**src/rtl/axi_master_arbiter.sv**
```systemverilog
// ----------------------------------------------------------------------------
// axi_master_arbiter
//
// Shares one AXI4 master port (32-bit address, 64-bit data) between NREQ
// internal requesters (bit 0 = instruction fetch, bit 1 = load/store).
// Grants are round-robin and only one transaction is in flight at a time:
// a read runs AR -> R, a write runs AW -> W -> B. Response beats are steered
// back to the requester that owns the transaction.
//
// Parameters
//   NREQ  number of requesters (1..4)
//   IDW   AXI ID width; arid/awid carry the granted index, zero-extended
//
// Ports
//   clk, rst_n                     clock, asynchronous active-low reset
//   req_valid_i / req_ready_o      per-requester command handshake
//   req_write_i                    1 = write, 0 = read
//   req_addr_i / _size_i / _len_i  packed command fields, slice i per requester
//   wd_valid_i / wd_ready_o        per-requester write-data handshake
//   wd_data_i / wd_strb_i          packed write data and byte strobes
//   rsp_valid_o / rsp_ready_i      per-requester response handshake
//   rsp_data_o / _resp_o / _last_o shared response payload
//   axi_ar* axi_r* axi_aw* axi_w* axi_b*   AXI4 master channels
// ----------------------------------------------------------------------------
module axi_master_arbiter #(
    parameter int NREQ = 2,
    parameter int IDW  = 4
) (
    input  logic                 clk,
    input  logic                 rst_n,
    // requester command side
    input  logic [NREQ-1:0]      req_valid_i,
    output logic [NREQ-1:0]      req_ready_o,
    input  logic [NREQ-1:0]      req_write_i,
    input  logic [32*NREQ-1:0]   req_addr_i,
    input  logic [3*NREQ-1:0]    req_size_i,
    input  logic [8*NREQ-1:0]    req_len_i,
    // requester write data
    input  logic [NREQ-1:0]      wd_valid_i,
    output logic [NREQ-1:0]      wd_ready_o,
    input  logic [64*NREQ-1:0]   wd_data_i,
    input  logic [8*NREQ-1:0]    wd_strb_i,
    // requester responses
    output logic [NREQ-1:0]      rsp_valid_o,
    input  logic [NREQ-1:0]      rsp_ready_i,
    output logic [63:0]          rsp_data_o,
    output logic [1:0]           rsp_resp_o,
    output logic                 rsp_last_o,
    // AXI read address
    output logic                 axi_arvalid_o,
    input  logic                 axi_arready_i,
    output logic [31:0]          axi_araddr_o,
    output logic [IDW-1:0]       axi_arid_o,
    output logic [7:0]           axi_arlen_o,
    output logic [2:0]           axi_arsize_o,
    output logic [1:0]           axi_arburst_o,
    // AXI read data
    input  logic                 axi_rvalid_i,
    output logic                 axi_rready_o,
    input  logic [63:0]          axi_rdata_i,
    input  logic [1:0]           axi_rresp_i,
    input  logic                 axi_rlast_i,
    input  logic [IDW-1:0]       axi_rid_i,
    // AXI write address
    output logic                 axi_awvalid_o,
    input  logic                 axi_awready_i,
    output logic [31:0]          axi_awaddr_o,
    output logic [IDW-1:0]       axi_awid_o,
    output logic [7:0]           axi_awlen_o,
    output logic [2:0]           axi_awsize_o,
    output logic [1:0]           axi_awburst_o,
    // AXI write data
    output logic                 axi_wvalid_o,
    input  logic                 axi_wready_i,
    output logic [63:0]          axi_wdata_o,
    output logic [7:0]           axi_wstrb_o,
    output logic                 axi_wlast_o,
    // AXI write response
    input  logic                 axi_bvalid_i,
    output logic                 axi_bready_o,
    input  logic [1:0]           axi_bresp_i,
    input  logic [IDW-1:0]       axi_bid_i
);

    localparam int IW = (NREQ > 1) ? $clog2(NREQ) : 1;

    typedef enum logic [2:0] {
        ST_IDLE,
        ST_AR,
        ST_R,
        ST_AW,
        ST_W,
        ST_B
    } state_e;

    state_e          state_q;
    logic [IW-1:0]   rr_q;
    logic [IW-1:0]   grant_q;
    logic [31:0]     addr_q;
    logic [2:0]      size_q;
    logic [7:0]      len_q;
    logic [7:0]      beat_q;

    logic            win_found;
    logic [IW-1:0]   win_idx;
    logic [NREQ-1:0] win_oh;
    logic [NREQ-1:0] grant_oh;
    logic            sel_write;
    logic [31:0]     sel_addr;
    logic [2:0]      sel_size;
    logic [7:0]      sel_len;
    logic            g_wd_valid;
    logic [63:0]     g_wd_data;
    logic [7:0]      g_wd_strb;
    logic            g_rsp_ready;
    logic [IW-1:0]   rr_next;

    // Response IDs are not checked: only one transaction is ever outstanding.
    logic unused_ids;
    assign unused_ids = ^{axi_rid_i, axi_bid_i};

    // Round-robin pick: first requester at or above the pointer, otherwise
    // the first one below it (wrap-around).
    always_comb begin
        // NOTE: every always_comb output gets a default first so no path can
        // leave it unassigned and infer a latch.
        win_found = 1'b0;
        win_idx   = '0;
        for (int i = 0; i < NREQ; i++) begin
            if (!win_found && req_valid_i[i] && (i >= int'(rr_q))) begin
                win_found = 1'b1;
                win_idx   = IW'(i);
            end
        end
        for (int i = 0; i < NREQ; i++) begin
            if (!win_found && req_valid_i[i]) begin
                win_found = 1'b1;
                win_idx   = IW'(i);
            end
        end
    end

    // Per-requester muxes: command fields of the candidate winner, data and
    // response handshakes of the current owner.
    always_comb begin
        win_oh      = '0;
        grant_oh    = '0;
        sel_write   = 1'b0;
        sel_addr    = '0;
        sel_size    = '0;
        sel_len     = '0;
        g_wd_valid  = 1'b0;
        g_wd_data   = '0;
        g_wd_strb   = '0;
        g_rsp_ready = 1'b0;
        for (int i = 0; i < NREQ; i++) begin
            if (IW'(i) == win_idx) begin
                win_oh[i] = 1'b1;
                sel_write = req_write_i[i];
                sel_addr  = req_addr_i[i*32 +: 32];
                sel_size  = req_size_i[i*3 +: 3];
                sel_len   = req_len_i[i*8 +: 8];
            end
            if (IW'(i) == grant_q) begin
                grant_oh[i] = 1'b1;
                g_wd_valid  = wd_valid_i[i];
                g_wd_data   = wd_data_i[i*64 +: 64];
                g_wd_strb   = wd_strb_i[i*8 +: 8];
                g_rsp_ready = rsp_ready_i[i];
            end
        end
    end

    assign rr_next = (int'(grant_q) == NREQ - 1) ? '0 : grant_q + 1'b1;

    // Transaction sequencer.
    always_ff @(posedge clk or negedge rst_n) begin
        if (!rst_n) begin
            state_q <= ST_IDLE;
            rr_q    <= '0;
            grant_q <= '0;
            addr_q  <= '0;
            size_q  <= '0;
            len_q   <= '0;
            beat_q  <= '0;
        end else begin
            // NOTE: state is updated with non-blocking assignments so every
            // register samples the pre-edge values, independent of statement order.
            case (state_q)
                ST_IDLE: begin
                    // req_ready is raised for the winner in this state, so a
                    // winner implies a completed command handshake.
                    if (win_found) begin
                        grant_q <= win_idx;
                        addr_q  <= sel_addr;
                        size_q  <= sel_size;
                        len_q   <= sel_len;
                        state_q <= sel_write ? ST_AW : ST_AR;
                    end
                end
                ST_AR: begin
                    if (axi_arready_i) state_q <= ST_R;
                end
                ST_R: begin
                    if (axi_rvalid_i && g_rsp_ready && axi_rlast_i) begin
                        state_q <= ST_IDLE;
                        rr_q    <= rr_next;
                    end
                end
                ST_AW: begin
                    if (axi_awready_i) begin
                        state_q <= ST_W;
                        beat_q  <= '0;
                    end
                end
                ST_W: begin
                    if (g_wd_valid && axi_wready_i) begin
                        if (beat_q == len_q) state_q <= ST_B;
                        else                 beat_q  <= beat_q + 8'd1;
                    end
                end
                ST_B: begin
                    if (axi_bvalid_i && g_rsp_ready) begin
                        state_q <= ST_IDLE;
                        rr_q    <= rr_next;
                    end
                end
                default: state_q <= ST_IDLE;
            endcase
        end
    end

    // Address channels come straight from registered state and latched fields.
    assign axi_arvalid_o = (state_q == ST_AR);
    assign axi_araddr_o  = addr_q;
    assign axi_arid_o    = IDW'(grant_q);
    assign axi_arlen_o   = len_q;
    assign axi_arsize_o  = size_q;
    assign axi_arburst_o = 2'b01;

    assign axi_awvalid_o = (state_q == ST_AW);
    assign axi_awaddr_o  = addr_q;
    assign axi_awid_o    = IDW'(grant_q);
    assign axi_awlen_o   = len_q;
    assign axi_awsize_o  = size_q;
    assign axi_awburst_o = 2'b01;

    // Data/response channels pass through for the owner only.
    always_comb begin
        req_ready_o  = '0;
        wd_ready_o   = '0;
        rsp_valid_o  = '0;
        rsp_data_o   = '0;
        rsp_resp_o   = '0;
        rsp_last_o   = 1'b0;
        axi_rready_o = 1'b0;
        axi_bready_o = 1'b0;
        axi_wvalid_o = 1'b0;
        axi_wdata_o  = '0;
        axi_wstrb_o  = '0;
        axi_wlast_o  = 1'b0;
        case (state_q)
            ST_IDLE: begin
                // Gated by rst_n so no requester sees ready while reset is held.
                if (win_found && rst_n) req_ready_o = win_oh;
            end
            ST_R: begin
                axi_rready_o = g_rsp_ready;
                rsp_valid_o  = axi_rvalid_i ? grant_oh : '0;
                rsp_data_o   = axi_rdata_i;
                rsp_resp_o   = axi_rresp_i;
                rsp_last_o   = axi_rlast_i;
            end
            ST_W: begin
                axi_wvalid_o = g_wd_valid;
                axi_wdata_o  = g_wd_data;
                axi_wstrb_o  = g_wd_strb;
                axi_wlast_o  = (beat_q == len_q);
                wd_ready_o   = axi_wready_i ? grant_oh : '0;
            end
            ST_B: begin
                axi_bready_o = g_rsp_ready;
                rsp_valid_o  = axi_bvalid_i ? grant_oh : '0;
                rsp_resp_o   = axi_bresp_i;
                rsp_last_o   = 1'b1;
            end
            default: ;
        endcase
    end

endmodule

```
**config.mk**
```make
export PLATFORM = sky130hd
export DESIGN_NAME = axi_master_arbiter
export DESIGN_NICKNAME = d
export VERILOG_FILES = /design/src/rtl/axi_master_arbiter.sv
export SDC_FILE = /design/constraint.sdc
export NUM_CORES = 1
export LEC_CHECK = 0
export CAP_MARGIN = 10
export CORE_AREA = 5 5 220 222
export CTS_BUF_LIST = sky130_fd_sc_hd__clkbuf_4
export CTS_CLUSTER_SIZE = 28
export DETAILED_ROUTE_END_ITERATION = 8
export DIE_AREA = 0 0 225 227
export PLACE_DENSITY = 0.5
export REMOVE_ABC_BUFFERS = 1
export SYNTH_ARGS = -nofsm -noshare
export SYNTH_HDL_FRONTEND = slang
export SYNTH_SLANG_ARGS = --single-unit
```
**constraint.sdc**
```tcl
create_clock -name clk -period 2.5 [get_ports clk]
set_input_delay 0.375 -clock clk [delete_from_list [all_inputs] [get_ports clk]]
set_output_delay 0.375 -clock clk [all_outputs]
set_load 0.01 [all_outputs]
```
==> results of run 1 <==
==> registers in the layout, indices dropped and copies added, names as in the netlist <==
signal and flops:
axi_araddr_o 32, beat_q 8, rr_q 1, grant_q 1, axi_arsize_o 3, axi_arlen_o 8, state_q 3
==> kinds of logic (layout without fill, tap and decap cells) <==
kind of cell	count (synthesis)	after routing	share of synthesized area
AND/OR/NAND/NOR	231	231	0.229
multiplexers	123	123	0.251
buffers and inverters	105	621	0.132
AO/OA/AOI/OAI	70	70	0.0864
flip-flops	56	56	0.284
XOR/XNOR	8	8	0.0142
other	2	12	0.00152
adder cells (fa/ha/maj)	1	1	0.00253
==> final timing paths <==
check | endpoint | slack [ns]
min in group asynchronous | axi_araddr_o[13] | 0.51
worst min-delay path | axi_araddr_o[8] | 0.50
worst max register to register | beat_q[3] | 0.27
worst max-delay path | req_ready_o[1] | 0.12
max in group asynchronous | grant_q | 1.45
worst min register to register | axi_araddr_o[6] | 0.59
==> layout by cell type (no fill, tap or decap), types with 3 or more instances in the layout <==
| cell | synthesis | layout |
|---|---|---|
| clkdlybuf4s15_2 | 0 | 3 |
| conb_1 | 2 | 10 |
| buf_6 | 4 | 12 |
| clkdlybuf4s15_1 | 0 | 24 |
| a22o_1 | 3 | 3 |
| nor2b_1 | 4 | 4 |
| clkbuf_2 | 0 | 22 |
| and3_1 | 8 | 7 |
| o21ai_0 | 4 | 3 |
| buf_12 | 0 | 7 |
| dfrtp_1 | 56 | 50 |
| a21oi_1 | 46 | 46 |
| nand2_1 | 9 | 7 |
| inv_1 | 6 | 5 |
| xor2_1 | 8 | 8 |
| mux2i_1 | 120 | 116 |
| dfrtp_2 | 0 | 5 |
| buf_2 | 10 | 7 |
| buf_4 | 57 | 34 |
| and2_1 | 65 | 65 |
| nor2_2 | 0 | 4 |
| dlygate4sd2_1 | 0 | 93 |
| clkdlybuf4s50_1 | 0 | 400 |
| clkbuf_4 | 0 | 5 |
| a221o_1 | 4 | 4 |
| nor2_1 | 130 | 125 |
==> routing by layer <==
| metal | GRT usage | routed length, um | vias to the layer above |
|---|---|---|---|
| li1 | - | - | 2982 |
| met5 | 0 | 0 | - |
| met1 | 0.131 | 12000 | 2841 |
| met2 | 0.187 | 15300 | 278 |
| met3 | 0.0364 | 2570 | 19 |
| met4 | 0.0271 | 529 | 0 |
==> cell type report <==
cell class / count / area, um^2 / share of cell area
clock inverters: 3 / 17.5 / 0.00157
well taps: 607 / 759 / 0.0681
flip-flops and latches: 56 / 1410 / 0.127
diodes: 2 / 5.00 / 0.000449
multi-input cells: 443 / 3000 / 0.269
clock buffers: 5 / 37.5 / 0.00337
repair buffers: 607 / 5900 / 0.529
inverters: 6 / 22.5 / 0.00202
==> power by group <==
part / internal [uW] / switching (uW)
clock network: 109 / 375
logic: 3770 / 3030
registers: 1320 / 430
==> stage by stage <==
step | instances | utilization | setup WS [ns]
2_1_floorplan | 505 | - | -3.48
3_3_place_gp | 1696 | 0.238 | -0.0813
3_5_place_dp | 1696 | 0.238 | -0.0611
4_1_cts | 1719 | 0.241 | -0.0368
5_1_grt | 1729 | 0.242 | -0.0228
6_report | 1729 | 0.242 | 0.119
==> what timing repair did <==
item                                   in CTS  in global routing
hold buffers                                1                  0
gates resized for setup                   220                 63
endpoints found under the hold margin      56                  0
gates cloned                                4                  0
pin swaps                                   3                  7
setup endpoints to repair                 150                 50
buffers inserted                           10                  9
==> worst min-delay path, cell delays in order <==
cell	delay, ns
clkdlybuf4s50_1	0.39
mux2i_1	0.12
a21oi_1	0.08
==> out/metrics.json, run 1 <==
{
  "status": {"value": "complete, no violations"},
  "layout-area-overhead-vs-synth": {"value": 126, "unit": "%"},
  "max_slew.worst_pin.slew": {"value": 0.545, "unit": "ns"},
  "placementRows": {"value": 79},
  "syn_avg_cell_area": {"value": 8.29, "unit": "um^2"},
  "core_region_area": {"value": 46200, "unit": "um^2"},
  "yosys_most_used_dff": {"value": "dfrtp_1"},
  "path_buf_inv": {"value": 4},
  "report.final.setup_viol": {"value": 0},
  "drt_iter0_drc": {"value": 166},
  "critical-path-max-stage-delay": {"value": 0.50, "unit": "ns"},
  "cp.depth": {"value": 7},
  "worst_ir_drop_vdd": {"value": 340, "unit": "uV"},
  "startpoint_type": {"value": "flop"},
  "crit_path_end_kind": {"value": "output pin"},
  "ant_nets": {"value": 0},
  "crit_path_frequent_cell": {"value": "buf_6"},
  "clkLatencyLatePin": {"value": 0.48, "unit": "ns"},
  "p_per_cell_area": {"value": 810, "unit": "nW/um^2"},
  "cts-root-to-sink-buffers": {"value": 2},
  "postPlaceCellArea": {"value": 11000, "unit": "um^2"},
  "number_of_max_slew_violations_in_the_final_report": {"value": 0},
  "drt_wl_total": {"value": 30.5, "unit": "mm"},
  "filler_cell_count": {"value": 5103},
  "grt_start_max_net_pins": {"value": 54},
  "grt-ovfl-total": {"value": 0},
  "clock_net_sink_count": {"value": 56},
  "die_width": {"value": 225, "unit": "um"},
  "ctsRootBufferMaster": {"value": "clkbuf_4"},
  "io_pins": {"value": 571},
  "grt_pass1_vias": {"value": 6551},
  "final.hold.worst_slack": {"value": 0.497, "unit": "ns"},
  "relSlewSlack": {"value": 0.636},
  "crit_start": {"value": "state_q[0]"},
  "post_drt_wl_per_cell": {"value": 17.6, "unit": "um"},
  "synth-edff-count": {"value": 0},
  "dr_total_vias": {"value": 6120},
  "place.gp.congestion": {"value": 0.817},
  "syn_inst": {"value": 596},
  "drive_gt1_frac": {"value": 0.114},
  "most_used_standard_cell_by_instance_count_after_synthesis": {"value": "nor2_1"},
  "min-delay-start": {"value": "req_addr_i[40]"},
  "synthDistinctLibCells": {"value": 45},
  "worst_ep_required_time": {"value": 2.12, "unit": "ns"},
  "hpwlAfterDp": {"value": 25.1, "unit": "mm"},
  "initial_core_util": {"value": 0.107},
  "synth_top_area_share": {"value": 0.284},
  "p_total": {"value": 9030, "unit": "uW"},
  "ys_seq_elements": {"value": 56},
  "critical_path_maximum_fanout": {"value": 4},
  "critical_path.cell_chain": {"value": "buf_6 -> buf_6 -> nor4_4 -> buf_12 -> nand2_2 -> nor2_4 -> buf_6"},
  "final_cell_area": {"value": 11200, "unit": "um^2"},
  "cap_viol_max_count": {"value": 0},
  "syn_warnings": {"value": 0},
  "rr_worst_depth": {"value": 9},
  "num-nets-final": {"value": 1442},
  "hold-path-cell-count": {"value": 3},
  "p_leak": {"value": 0.00510, "unit": "uW"},
  "criticalPathCategory": {"value": "flop to output pin"},
  "clkTransAtPathRegs": {"value": 0.20, "unit": "ns"},
  "synth_async_sr_flop_share": {"value": 1.00},
  "die_height": {"value": 227, "unit": "um"},
  "htreeDepth": {"value": 2},
  "cts_tree": {"value": "built"},
  "drc_errors": {"value": 0},
  "synth.cells.most_frequent": {"value": "130 x nor2_1, 120 x mux2i_1, 65 x and2_1, 57 x buf_4, 56 x dfrtp_1"},
  "grt_setup_unrepaired": {"value": "yes"},
  "fin_tns_setup": {"value": 0, "unit": "ns"},
  "final_period_minus_worst_setup_slack": {"value": 2.38, "unit": "ns"},
  "synth.area.top_cells": {"value": "dfrtp_1 28%, mux2i_1 24%, nor2_1 9.9%, buf_4 8.7%, and2_1 8.2%"},
  "port-buffer-count": {"value": 552},
  "detail_route.first_pass.iterations": {"value": 4},
  "timing.final.crit_share": {"value": 0.952},
  "synth.cell_area": {"value": 4940, "unit": "um^2"},
  "synthDominantAreaCellType": {"value": "dfrtp_1"},
  "worst_path_dominant_cell_family": {"value": "buffers and inverters"},
  "critPathSlowestCell": {"value": "dfrtp_2"},
  "tritoncts.num_buffers": {"value": 5},
  "finClkSkew": {"value": 0.0256, "unit": "ns"},
  "fmax": {"value": 0.420, "unit": "GHz"},
  "fraction_of_the_yosys_area_taken_by_sequential_cells": {"value": 0.284},
  "worst_ep_arrival_time": {"value": 2.01, "unit": "ns"},
  "hold_path.class": {"value": "input port to flop"},
  "grt_first_pass_wirelength": {"value": 41.5, "unit": "mm"},
  "die_area": {"value": 51100, "unit": "um^2"},
  "finalHoldViolations": {"value": 0},
  "worst_r2r_startpoint": {"value": "state_q[0]"},
  "antenna_violations_before_repair": {"value": 3},
  "routed_via_density": {"value": 3.54},
  "total_global_routing_track_utilization": {"value": 0.109}
}
Power figures use the tool's default switching activity.
==> run 2: changes to the inputs <==
Settings changed: REMOVE_ABC_BUFFERS 1 to unset.
==> run 2 against run 1 <==
  * First-iteration DRC count grew 48%
  * Worst setup slack got worse by 0.0010 ns
  * Power is 3.3% lower
  * Sequential share of layout area grew 0.18 points
  * Utilization shrank 0.27 points
  * Clock-buffer cell count increased by 1
  * Wire length rose by 6.8%
  * Via count decreased by 1.1%
  * Critical path depth unchanged
  * Clock power shrank 8.9%
  * Critical path type unchanged
  * Largest cell class unchanged
==> out/metrics.json, run 2 (synthesis gave the netlist of run 1 again) <==
{
  "drt_wl_total": {"value": 32.5, "unit": "mm", "change": "was 30.5 mm"},
  "dr_total_vias": {"value": 6053, "change": "was 6120"},
  "routed_via_density": {"value": 3.53, "change": "was 3.54"},
  "report.final.setup_viol": {"value": 0, "change": "unchanged"},
  "die_width": {"value": 225, "unit": "um", "change": "unchanged"},
  "worst_ep_required_time": {"value": 2.12, "unit": "ns", "change": "about the same"},
  "hpwlAfterDp": {"value": 28.0, "unit": "mm", "change": "was 25.1 mm"},
  "grt_pass1_vias": {"value": 6427, "change": "was 6551"},
  "htreeDepth": {"value": 2, "change": "unchanged"},
  "drive_gt1_frac": {"value": 0.0895, "change": "was 0.114"},
  "critical_path_maximum_fanout": {"value": 28, "change": "was 4"},
  "timing.reg2reg.setup_slack": {"value": 0.13, "unit": "ns", "change": "was 0.27 ns"},
  "finalHoldViolations": {"value": 0, "change": "unchanged"},
  "drt_iter0_drc": {"value": 246, "change": "was 166"},
  "cts-root-to-sink-buffers": {"value": 2, "change": "unchanged"},
  "port-buffer-count": {"value": 552, "change": "unchanged"},
  "post_drt_wl_per_cell": {"value": 19.0, "unit": "um", "change": "was 17.6 um"},
  "finClkSkew": {"value": 0.0214, "unit": "ns", "change": "was 0.0256 ns"},
  "layout-area-overhead-vs-synth": {"value": 123, "unit": "%", "change": "was 126%"},
  "r2r_end": {"value": "beat_q[3]", "change": "unchanged"},
  "die_area": {"value": 51100, "unit": "um^2", "change": "unchanged"},
  "crit_path_end_kind": {"value": "output pin", "change": "unchanged"},
  "fmax": {"value": 0.420, "unit": "GHz", "change": "about the same"},
  "initial_core_util": {"value": 0.107, "change": "unchanged"},
  "placementRows": {"value": 79, "change": "unchanged"},
  "rr_worst_depth": {"value": 6, "change": "was 9"},
  "layout.cells.most_common": {"value": "clkdlybuf4s50_1", "change": "unchanged"},
  "p_leak": {"value": 0.00517, "unit": "uW", "change": "was 0.00510 uW"},
  "grt_first_pass_wirelength": {"value": 44.1, "unit": "mm", "change": "was 41.5 mm"},
  "filler_cell_count": {"value": 5110, "change": "was 5103"},
  "core_region_area": {"value": 46200, "unit": "um^2", "change": "unchanged"},
  "largest_register_ffs": {"value": 32, "change": "unchanged"},
  "die_height": {"value": 227, "unit": "um", "change": "unchanged"},
  "grt-ovfl-total": {"value": 0, "change": "unchanged"},
  "detail_route.first_pass.iterations": {"value": 5, "change": "was 4"},
  "final.hold.worst_slack": {"value": 0.324, "unit": "ns", "change": "was 0.497 ns"},
  "sequential_cell_area": {"value": 1420, "unit": "um^2", "change": "was 1410 um^2"},
  "max_slew.worst_pin.slew": {"value": 0.769, "unit": "ns", "change": "was 0.545 ns"},
  "relSlewSlack": {"value": 0.488, "change": "was 0.636"},
  "startpoint_type": {"value": "flop", "change": "unchanged"},
  "worst_r2r_startpoint": {"value": "grant_q", "change": "was state_q[0]"},
  "worst_ep_arrival_time": {"value": 2.01, "unit": "ns", "change": "about the same"},
  "cts_tree": {"value": "built", "change": "unchanged"},
  "p_per_cell_area": {"value": 792, "unit": "nW/um^2", "change": "was 810 nW/um^2"},
  "number_of_max_slew_violations_in_the_final_report": {"value": 0, "change": "unchanged"},
  "ant_nets": {"value": 0, "change": "unchanged"},
  "status": {"value": "complete, no violations", "change": "unchanged"},
  "cap_viol_max_count": {"value": 0, "change": "unchanged"},
  "hold_path.class": {"value": "input port to async pin", "change": "was input port to flop"},
  "ctsRootBufferMaster": {"value": "clkbuf_4", "change": "unchanged"},
  "antenna_violations_before_repair": {"value": 7, "change": "was 3"},
  "grt_start_max_net_pins": {"value": 82, "change": "was 54"},
  "multiInputGateArea": {"value": 2960, "unit": "um^2", "change": "was 3000 um^2"},
  "fin_tns_setup": {"value": 0, "unit": "ns", "change": "unchanged"},
  "final_period_minus_worst_setup_slack": {"value": 2.38, "unit": "ns", "change": "about the same"},
  "grt_setup_unrepaired": {"value": "no", "change": "was yes"},
  "criticalPathCategory": {"value": "flop to output pin", "change": "unchanged"},
  "drc_errors": {"value": 0, "change": "unchanged"},
  "timing.final.crit_share": {"value": 0.953, "change": "was 0.952"},
  "clkTransAtPathRegs": {"value": 0.17, "unit": "ns", "change": "was 0.20 ns"},
  "num-nets-final": {"value": 1429, "change": "was 1442"},
  "io_pins": {"value": 571, "change": "unchanged"},
  "commonest_cells_after_routing_fill_and_taps_aside": {"value": "401 x clkdlybuf4s50_1, 129 x nor2_1, 119 x mux2i_1, 110 x dlygate4sd2_1, 64 x and2_1", "change": "was 400 x clkdlybuf4s50_1, 125 x nor2_1, 116 x mux2i_1, 93 x dlygate4sd2_1, 65 x and2_1"},
  "clock_net_sink_count": {"value": 56, "change": "unchanged"},
  "place.gp.congestion": {"value": 0.870, "change": "was 0.817"},
  "total_global_routing_track_utilization": {"value": 0.117, "change": "was 0.109"},
  "tritoncts.num_buffers": {"value": 5, "change": "unchanged"},
  "worst_ir_drop_vdd": {"value": 461, "unit": "uV", "change": "was 340 uV"},
  "layout.core_utilization": {"value": 0.239, "change": "was 0.242"},
  "clkLatencyLatePin": {"value": 0.42, "unit": "ns", "change": "was 0.48 ns"}
}
[run 2: cell types whose count changed in the layout (fill, tap and decap cells not counted), sizes merged, moves of 2 or more]
cell           previous run  this run
dlygate4sd2              93       110
diode                     2         4
buf                      62        42
clkdlybuf4s15            27        12
dlymetal6s2s              0         5
[run 2: metrics by stage]
| stage | worst slack (ns) | power, uW | cells | area, um^2 |
|---|---|---|---|---|
| 2_1_floorplan | 0.630 | 5030 | 604 | 4970 |
| 3_3_place_gp | 0.0301 | 8360 | 1692 | 11000 |
| 3_5_place_dp | 0.0230 | 8400 | 1692 | 11000 |
| 4_1_cts | 0.000518 | 8950 | 1713 | 11100 |
| 5_1_grt | 0.00118 | 9400 | 1714 | 11000 |
| 6_report | 0.118 | 8740 | 1717 | 11000 |
[run 2: layout make-up]
type / instances / area share
antenna: 4 / 0.000908
clock buffer: 6 / 0.00408
clock inverter: 1 / 0.000454
inverter: 6 / 0.00204
multi-input combinational: 443 / 0.269
sequential: 56 / 0.128
tap: 607 / 0.0689
timing repair buffer: 594 / 0.527
[run 2: what timing repair did]
item                                    CTS  global route
cloned                                    3             0
hold endpoints to repair                  2             0
buffers inserted                         10             0
gates resized for setup                 161            62
pin swaps                                 2             0
hold buffers                              1             0
endpoints found under the setup margin  150            44
[run 2: worst max path at each step]
| stage | startpoint | endpoint | slack, ns |
|---|---|---|---|
| 2_1_floorplan | state_q[0] | rsp_data_o[53] | 0.63 |
| 3_3_place_gp | req_valid_i[1] | req_ready_o[1] | 0.03 |
| 3_5_place_dp | req_valid_i[1] | req_ready_o[1] | 0.02 |
| 4_1_cts | state_q[0] | rsp_data_o[58] | 0.0005 |
| 5_1_grt | state_q[1] | axi_wdata_o[7] | 0.001 |
| 6_report | state_q[1] | axi_wdata_o[14] | 0.12 |
[run 2: critical path: stages (launching register included)]
cell	delay, ns
dfrtp_2	0.48
buf_12	0.14
nor2_4	0.11
nand2_4	0.11
buf_12	0.18
buf_12	0.17
nor2_1	0.12
dlygate4sd2_1	0.28
[run 2: power breakdown]
part           leakage [uW]  internal (uW)  switching (uW)
Sequential         0.000632           1320             457
Clock             0.0000315            115             326
Combinational       0.00451           3570            2950
Total               0.00517           5010            3730
[run 2: metal layers]
layer,up-vias,track usage,share of wire
met5,-,0,0
met4,0,0.0287,0.024
met3,27,0.0370,0.086
met2,322,0.209,0.51
met1,2742,0.135,0.38
li1,2962,-,-
==> run 3: changes to the inputs <==
Settings changed: CTS_CLUSTER_SIZE 28 to unset.
==> results of run 3 <==
Same layout as run 2: the final DEF is identical, and so are final timing and power.
